--- src/rtl/comms_router.sv ---
// Byte-stream command engine: decodes 4-byte headers from the UART byte layer and
// moves words between the host and NUM_CHANNELS BRAM ports, acknowledging writes.
module comms_router #(
  parameter int NUM_CHANNELS   = 4,
  parameter int WORD_BYTES     = 8,
  parameter int ADDR_WIDTH     = 16,
  parameter int READ_LATENCY   = 2,
  parameter int TIMEOUT_CYCLES = 250000
) (
  input  logic                               clk_in,
  input  logic                               rst_n_in,
  input  logic [7:0]                         rx_byte_in,
  input  logic                               rx_valid_in,
  output logic [7:0]                         tx_byte_out,
  output logic                               tx_valid_out,
  input  logic                               tx_ready_in,
  output logic                               busy_out,
  output logic [ADDR_WIDTH-1:0]              mem_addr_out,
  output logic [8*WORD_BYTES-1:0]            mem_wdata_out,
  output logic [NUM_CHANNELS-1:0]            mem_we_out,
  output logic [NUM_CHANNELS-1:0]            mem_re_out,
  input  logic [NUM_CHANNELS*8*WORD_BYTES-1:0] mem_rdata_in,
  output logic [7:0]                         timeout_count_out
);

  localparam int WW  = 8 * WORD_BYTES;
  localparam int BCW = (WORD_BYTES > 1) ? $clog2(WORD_BYTES) : 1;
  localparam int TMW = $clog2(TIMEOUT_CYCLES + 1);
  localparam int LTW = 3;
  localparam logic [7:0] ACK_BYTE  = 8'hA5;
  localparam logic [7:0] NACK_BYTE = 8'h5A;

  typedef enum logic [2:0] {
    S_HDR, S_WR_DATA, S_WR_DISCARD, S_RD_REQ, S_RD_WAIT, S_RD_SEND, S_RESP
  } state_t;

  state_t                   state_q;
  logic [1:0]               hdr_cnt_q;
  logic                     rd_q;
  logic [3:0]               chan_q;
  logic [7:0]               addr_lo_q;
  logic [ADDR_WIDTH-1:0]    addr_q;
  logic [8:0]               words_q;
  logic [BCW-1:0]           byte_q;
  logic [LTW-1:0]           lat_q;
  logic [TMW-1:0]           timer_q;
  logic [WW-1:0]            wdata_q;
  logic [WW-1:0]            rword_q;
  logic [NUM_CHANNELS-1:0]  we_q;
  logic [NUM_CHANNELS-1:0]  re_q;
  logic [7:0]               tx_byte_q;
  logic                     tx_valid_q;
  logic [7:0]               tout_q;

  logic                     chan_ok_s;
  logic                     timed_s;
  logic                     expire_s;
  logic [WW-1:0]            rslice_s;

  function automatic logic [NUM_CHANNELS-1:0] onehot(input logic [3:0] c);
    logic [NUM_CHANNELS-1:0] v;
    v = '0;
    for (int i = 0; i < NUM_CHANNELS; i++) v[i] = (c == 4'(i));
    return v;
  endfunction

  assign chan_ok_s = int'(chan_q) < NUM_CHANNELS;
  assign timed_s   = ((state_q == S_HDR) && (hdr_cnt_q != 2'd0)) ||
                     (state_q == S_WR_DATA) || (state_q == S_WR_DISCARD);
  assign expire_s  = timed_s && !rx_valid_in && (timer_q == TMW'(TIMEOUT_CYCLES - 1));

  // Select the addressed channel's read word.
  always_comb begin
    rslice_s = '0;
    for (int c = 0; c < NUM_CHANNELS; c++) begin
      rslice_s = (chan_q == 4'(c)) ? mem_rdata_in[c*WW +: WW] : rslice_s;
    end
  end

  // Command FSM with all outputs registered.
  always_ff @(posedge clk_in or negedge rst_n_in) begin
    if (!rst_n_in) begin
      state_q    <= S_HDR;
      hdr_cnt_q  <= 2'd0;
      rd_q       <= 1'b0;
      chan_q     <= 4'd0;
      addr_lo_q  <= 8'd0;
      addr_q     <= '0;
      words_q    <= 9'd0;
      byte_q     <= '0;
      lat_q      <= '0;
      timer_q    <= '0;
      wdata_q    <= '0;
      rword_q    <= '0;
      we_q       <= '0;
      re_q       <= '0;
      tx_byte_q  <= 8'd0;
      tx_valid_q <= 1'b0;
      tout_q     <= 8'd0;
    end else begin
      we_q <= '0;
      re_q <= '0;
      // A write strobe uses the current address; step it once the strobe is done.
      if (we_q != '0) addr_q <= addr_q + ADDR_WIDTH'(1);
      timer_q <= (timed_s && !rx_valid_in) ? timer_q + TMW'(1) : '0;
      if (expire_s) begin
        state_q   <= S_HDR;
        hdr_cnt_q <= 2'd0;
        timer_q   <= '0;
        if (tout_q != 8'hFF) tout_q <= tout_q + 8'd1;
      end else begin
        case (state_q)
          S_HDR: begin
            if (rx_valid_in) begin
              hdr_cnt_q <= hdr_cnt_q + 2'd1;
              case (hdr_cnt_q)
                2'd0: begin
                  rd_q   <= rx_byte_in[7];
                  chan_q <= rx_byte_in[3:0];
                end
                2'd1: addr_lo_q <= rx_byte_in;
                2'd2: addr_q <= ADDR_WIDTH'({rx_byte_in, addr_lo_q});
                default: begin
                  words_q <= {1'b0, rx_byte_in} + 9'd1;
                  byte_q  <= '0;
                  if (!rd_q && chan_ok_s) begin
                    state_q <= S_WR_DATA;
                  end else if (!rd_q) begin
                    state_q <= S_WR_DISCARD;
                  end else if (chan_ok_s) begin
                    state_q <= S_RD_REQ;
                  end else begin
                    state_q    <= S_RESP;
                    tx_byte_q  <= NACK_BYTE;
                    tx_valid_q <= 1'b1;
                  end
                end
              endcase
            end
          end
          S_WR_DATA, S_WR_DISCARD: begin
            if (rx_valid_in) begin
              // Shift in from the top so byte 0 lands in the least significant lane.
              if (state_q == S_WR_DATA) wdata_q <= {rx_byte_in, wdata_q[WW-1:8]};
              if (byte_q == BCW'(WORD_BYTES - 1)) begin
                byte_q  <= '0;
                words_q <= words_q - 9'd1;
                if (state_q == S_WR_DATA) we_q <= onehot(chan_q);
                if (words_q == 9'd1) begin
                  state_q    <= S_RESP;
                  tx_byte_q  <= (state_q == S_WR_DATA) ? ACK_BYTE : NACK_BYTE;
                  tx_valid_q <= 1'b1;
                end
              end else begin
                byte_q <= byte_q + BCW'(1);
              end
            end
          end
          S_RD_REQ: begin
            re_q    <= onehot(chan_q);
            lat_q   <= '0;
            state_q <= S_RD_WAIT;
          end
          S_RD_WAIT: begin
            if (lat_q == LTW'(READ_LATENCY)) begin
              tx_byte_q  <= rslice_s[7:0];
              rword_q    <= {8'h00, rslice_s[WW-1:8]};
              tx_valid_q <= 1'b1;
              byte_q     <= '0;
              state_q    <= S_RD_SEND;
            end else begin
              lat_q <= lat_q + LTW'(1);
            end
          end
          S_RD_SEND: begin
            if (tx_ready_in) begin
              if (byte_q == BCW'(WORD_BYTES - 1)) begin
                tx_valid_q <= 1'b0;
                addr_q     <= addr_q + ADDR_WIDTH'(1);
                words_q    <= words_q - 9'd1;
                state_q    <= (words_q == 9'd1) ? S_HDR : S_RD_REQ;
              end else begin
                tx_byte_q <= rword_q[7:0];
                rword_q   <= {8'h00, rword_q[WW-1:8]};
                byte_q    <= byte_q + BCW'(1);
              end
            end
          end
          S_RESP: begin
            if (tx_ready_in) begin
              tx_valid_q <= 1'b0;
              state_q    <= S_HDR;
            end
          end
          default: begin
            state_q    <= S_HDR;
            hdr_cnt_q  <= 2'd0;
            tx_valid_q <= 1'b0;
          end
        endcase
      end
    end
  end

  assign tx_byte_out       = tx_byte_q;
  assign tx_valid_out      = tx_valid_q;
  assign busy_out          = (state_q != S_HDR) || (hdr_cnt_q != 2'd0);
  assign mem_addr_out      = addr_q;
  assign mem_wdata_out     = wdata_q;
  assign mem_we_out        = we_q;
  assign mem_re_out        = re_q;
  assign timeout_count_out = tout_q;

endmodule
--- config.mk ---
export PLATFORM = sky130hd
export DESIGN_NAME = comms_router
export DESIGN_NICKNAME = d
export VERILOG_FILES = /design/src/rtl/comms_router.sv
export SDC_FILE = /design/constraint.sdc
export NUM_CORES = 1
export LEC_CHECK = 0
export ABC_CLOCK_PERIOD_IN_PS = 5980
export CORE_MARGIN = 2
export CORE_UTILIZATION = 40
export CTS_CLUSTER_SIZE = 14
export DETAILED_ROUTE_END_ITERATION = 16
export DONT_BUFFER_PORTS = 1
export GPL_TIMING_DRIVEN = 0
export PLACE_DENSITY_LB_ADDON = 0.08
export SKIP_LAST_GASP = 1
export SYNTH_ARGS = -nofsm -noshare
export SYNTH_HDL_FRONTEND = slang
export SYNTH_SLANG_ARGS = --single-unit
--- constraint.sdc ---
create_clock -name clk_in -period 5.98 [get_ports clk_in]
set_input_delay 1.495 -clock clk_in [delete_from_list [all_inputs] [get_ports clk_in]]
set_output_delay 1.495 -clock clk_in [all_outputs]
set_load 0.02 [all_outputs]
==> run metrics <==
status=completed; Gate Count Post-Synth=~1100; DP HPWL=27.96 mm; critical path type=register to output pin; CP peak stage delay=0.56 ns; Reg clk slew, reported paths=0.06 ns; synthesis warning total=0; Setup Fix Bufs, Post-CTS=0; CTS Buf Count=25; endpoints failing hold=0; Synth cell types=65; IO buf count=0; sw frac=roughly two fifths; CTS resizes=0; Multi-input gate area=about 6200 um^2; Mapped Nets=1384; gr ovfl total=0; die height=about 180 um; final core occ=between 40% and 50%; startpoint type of the worst setup path=register; Tot GR Track Use=23.52%; Met3 Wirelength=2.612 mm; switching power=0.002821 W; number of fill cells=between 2000 and 3000; crit end category=output pin; Cell Pwr Density=516.2 nW/um^2; root buf cell=clkbuf_16; total wire length=36.99 mm; most numerous cell on the critical path=clkbuf_1; wire length on met1=15.77 mm; fraction of the cycle the final worst path needs=69.35%; CP Data Required Time=4.49 ns; mapped cell area=11840 um^2; Worst path slowest cell=nor3_1; Die X=between 150 and 200 um; Clock Latency Late Sink=0.52 ns; critical-path maximum fanout=10; Avg Inst Size Synth=10.74 um^2; Vias/cell=6.005; Post-route DRC=0; main combinational cell family by area after synthesis=multiplexers; TritonRoute pass-1 iters=5; final setup fails=0; Post-Synth Adder-Cell Area=1.480%; unrepaired setup endpoints after global routing=no; Ports=374; Compound-Gate Fraction of Synth Area=13.09%; register area share after synthesis=roughly 45%; final antenna-violating net count=0; final setup TNS=0 ns; xor-xnor portion of the synthesized cell area=between 3 and 4%; first-pass GRT wire length=56.12 mm; Via Count=9217; Slew HR=13.42%; Flop pwr share=between 30% and 40%; clock share of power=21.2%; max-cap violation count=0; Comb power frac=~40%; worst path cell trace=buf_2, clkbuf_1, nor3_1, clkbuf_1, nand2_1; Final #Nets=1411; Post-Synth Simple-Gate Area=14.81%; Pleak=5.327 nW; cell taking the most area after synthesis=dfrtp_1; peak supply drop=0.2006 mV; WP data arrival=2.65 ns; initial DRC count=607; largest cells by area after synthesis=dfrtp_1 (45%), mux2_2 (9.6%), mux4_2 (9.1%); Initial Util=40.91%; uppermost routed layer=met4; ys flop type=dfrtp_1; final slew viol count=0; Die Area=roughly 31000 um^2; vias in the first global route=9295; Sink Count=212; FF+latch count, synth=about 210; placement row count=62; core area=about 29000 um^2; maximum clock path buffer count=3; H-tree levels=1; min Tclk post-route=4.147 ns; Final GP Congestion=between 0.9 and 1; Max Freq=between 200 and 250 MHz; clock skew=about 0.0082 ns; DR WL met2=17.42 mm; Routed WL per cell=24.10 um; CTS tree=built; initial antenna violation count=5; Hold Crit Class=register to register; synth-to-layout area growth=10.65%; Total Power=0.006762 W; hold_buf cts=0; post-synthesis mux area share=18.99%; share of layout cells above drive strength 1=19.02%; Pint=approximately 0.0039 W; largest net degree at the start of global routing=213; Yosys top cell area share=between 40 and 50%; worst slew pin tran=1.285 ns; register area=~5300 um^2; Post-synth EDFFs=0; ys async rst share=100.0%
## cell usage after synthesis, types with 6 or more instances
| master | number |
|---|---|
| a211oi_1 | 7 |
| a21oi_1 | 33 |
| a221oi_1 | 49 |
| and2_1 | 6 |
| and3_1 | 6 |
| buf_1 | 8 |
| buf_2 | 17 |
| clkbuf_1 | 51 |
| dfrtp_1 | 212 |
| ha_1 | 14 |
| inv_1 | 12 |
| mux2_2 | 101 |
| mux4_2 | 48 |
| nand2_1 | 65 |
| nand2b_1 | 11 |
| nand3_1 | 27 |
| nand4_1 | 14 |
| nor2_1 | 152 |
| nor2b_1 | 14 |
| nor3_1 | 19 |
| nor4_1 | 11 |
| o211ai_1 | 7 |
| o21ai_0 | 46 |
| o22ai_1 | 21 |
| o41ai_1 | 11 |
| or3_1 | 8 |
| xnor2_1 | 23 |
| xor2_1 | 29 |
## flip-flops by register name (all words and copies together), names as in the netlist, 2 cells and up
signal	cells
chan_q	4
mem_we_out	4
words_q	9
mem_wdata_out	64
tx_byte_out	8
byte_q	3
addr_lo_q	8
state_q	3
timeout_count_out	8
timer_q	18
hdr_cnt_q	2
mem_addr_out	16
rword_q	56
mem_re_out	4
lat_q	3
## critical path: cells and delay by family, from the launching register on
| kind | cells | cell delay [ns] |
|---|---|---|
| simple gates | 2 | 0.89 |
| flops | 1 | 0.37 |
| buf+inv | 3 | 0.88 |
## cell usage in the layout (no fill, tap or decap), types with 8 or more instances in the layout
cell type,netlist,final
nand2b_1,11,11
buf_1,8,8
clkbuf_16,0,25
nor2b_1,14,14
a21oi_1,33,33
xnor2_1,23,23
nor4_1,11,11
clkbuf_1,51,57
nand2_1,65,65
mux2_2,101,101
o21ai_0,46,46
ha_1,14,14
nand3_1,27,27
nor2_1,152,152
mux4_2,48,48
nand4_1,14,14
xor2_1,29,29
or3_1,8,8
o22ai_1,21,21
o41ai_1,11,11
a221oi_1,49,49
nor3_1,19,19
inv_1,12,12
buf_2,17,17
dfrtp_1,212,212
## layout make-up
type                       count  area share [%]
clock inverter                 7          0.2865
buffer                        76           2.340
inverter                      12          0.3438
tap                          384           3.668
sequential                   212           40.50
multi-input combinational    802           47.19
clock buffer                  37           5.578
antenna                        5         0.09551
## layer usage
layer	global-route usage [%]	up-vias
met5	0	-
li1	-	4189
met1	31.45	4595
met2	38.53	380
met3	4.866	53
met4	7.197	0
## power by group through the flow
stage / registers, W / clock network, W / logic, W
2_1_floorplan: 0.00246 / 0 / 0.00209
3_3_place_gp: 0.00261 / 0 / 0.00272
3_5_place_dp: 0.00262 / 0 / 0.00274
4_1_cts: 0.00260 / 0.00147 / 0.00275
5_1_grt: 0.00266 / 0.00152 / 0.00302
6_report: 0.00259 / 0.00143 / 0.00273
## final timing paths
path	slack, ns	startpoint	endpoint	cells after the start
worst min register to register	0.46	timer_q[0]	timer_q[0]	1
max in group asynchronous	4.76	rst_n_in	mem_wdata_out[6]	0
worst min-delay path	0.46	timer_q[0]	timer_q[0]	1
min in group asynchronous	0.68	rst_n_in	tx_byte_out[5]	0
worst max-delay path	1.83	state_q[2]	busy_out	5
worst max register to register	3.01	state_q[1]	mem_addr_out[15]	7
## kinds of logic (layout without fill, tap and decap cells)
logic type / count (synthesis) / after routing
buf+inv: 88 / 132
other cells: 0 / 5
xor+xnor: 52 / 52
compound gates: 222 / 222
simple gates: 362 / 362
mux: 152 / 152
flops: 212 / 212
fa+ha+maj: 14 / 14
## through the flow
step           hold WS, ns  cells  worst slack, ns  cell area [um^2]
6_report            0.4584   1535            1.833             13100
5_1_grt             0.4809   1535            1.730             13100
4_1_cts             0.4654   1530            1.896             13090
3_5_place_dp        0.4577   1486            2.425             12320
3_3_place_gp        0.4399   1486            2.400             12320
2_1_floorplan       0.4245   1102            2.929             11840
Power figures use the tool's default switching activity.
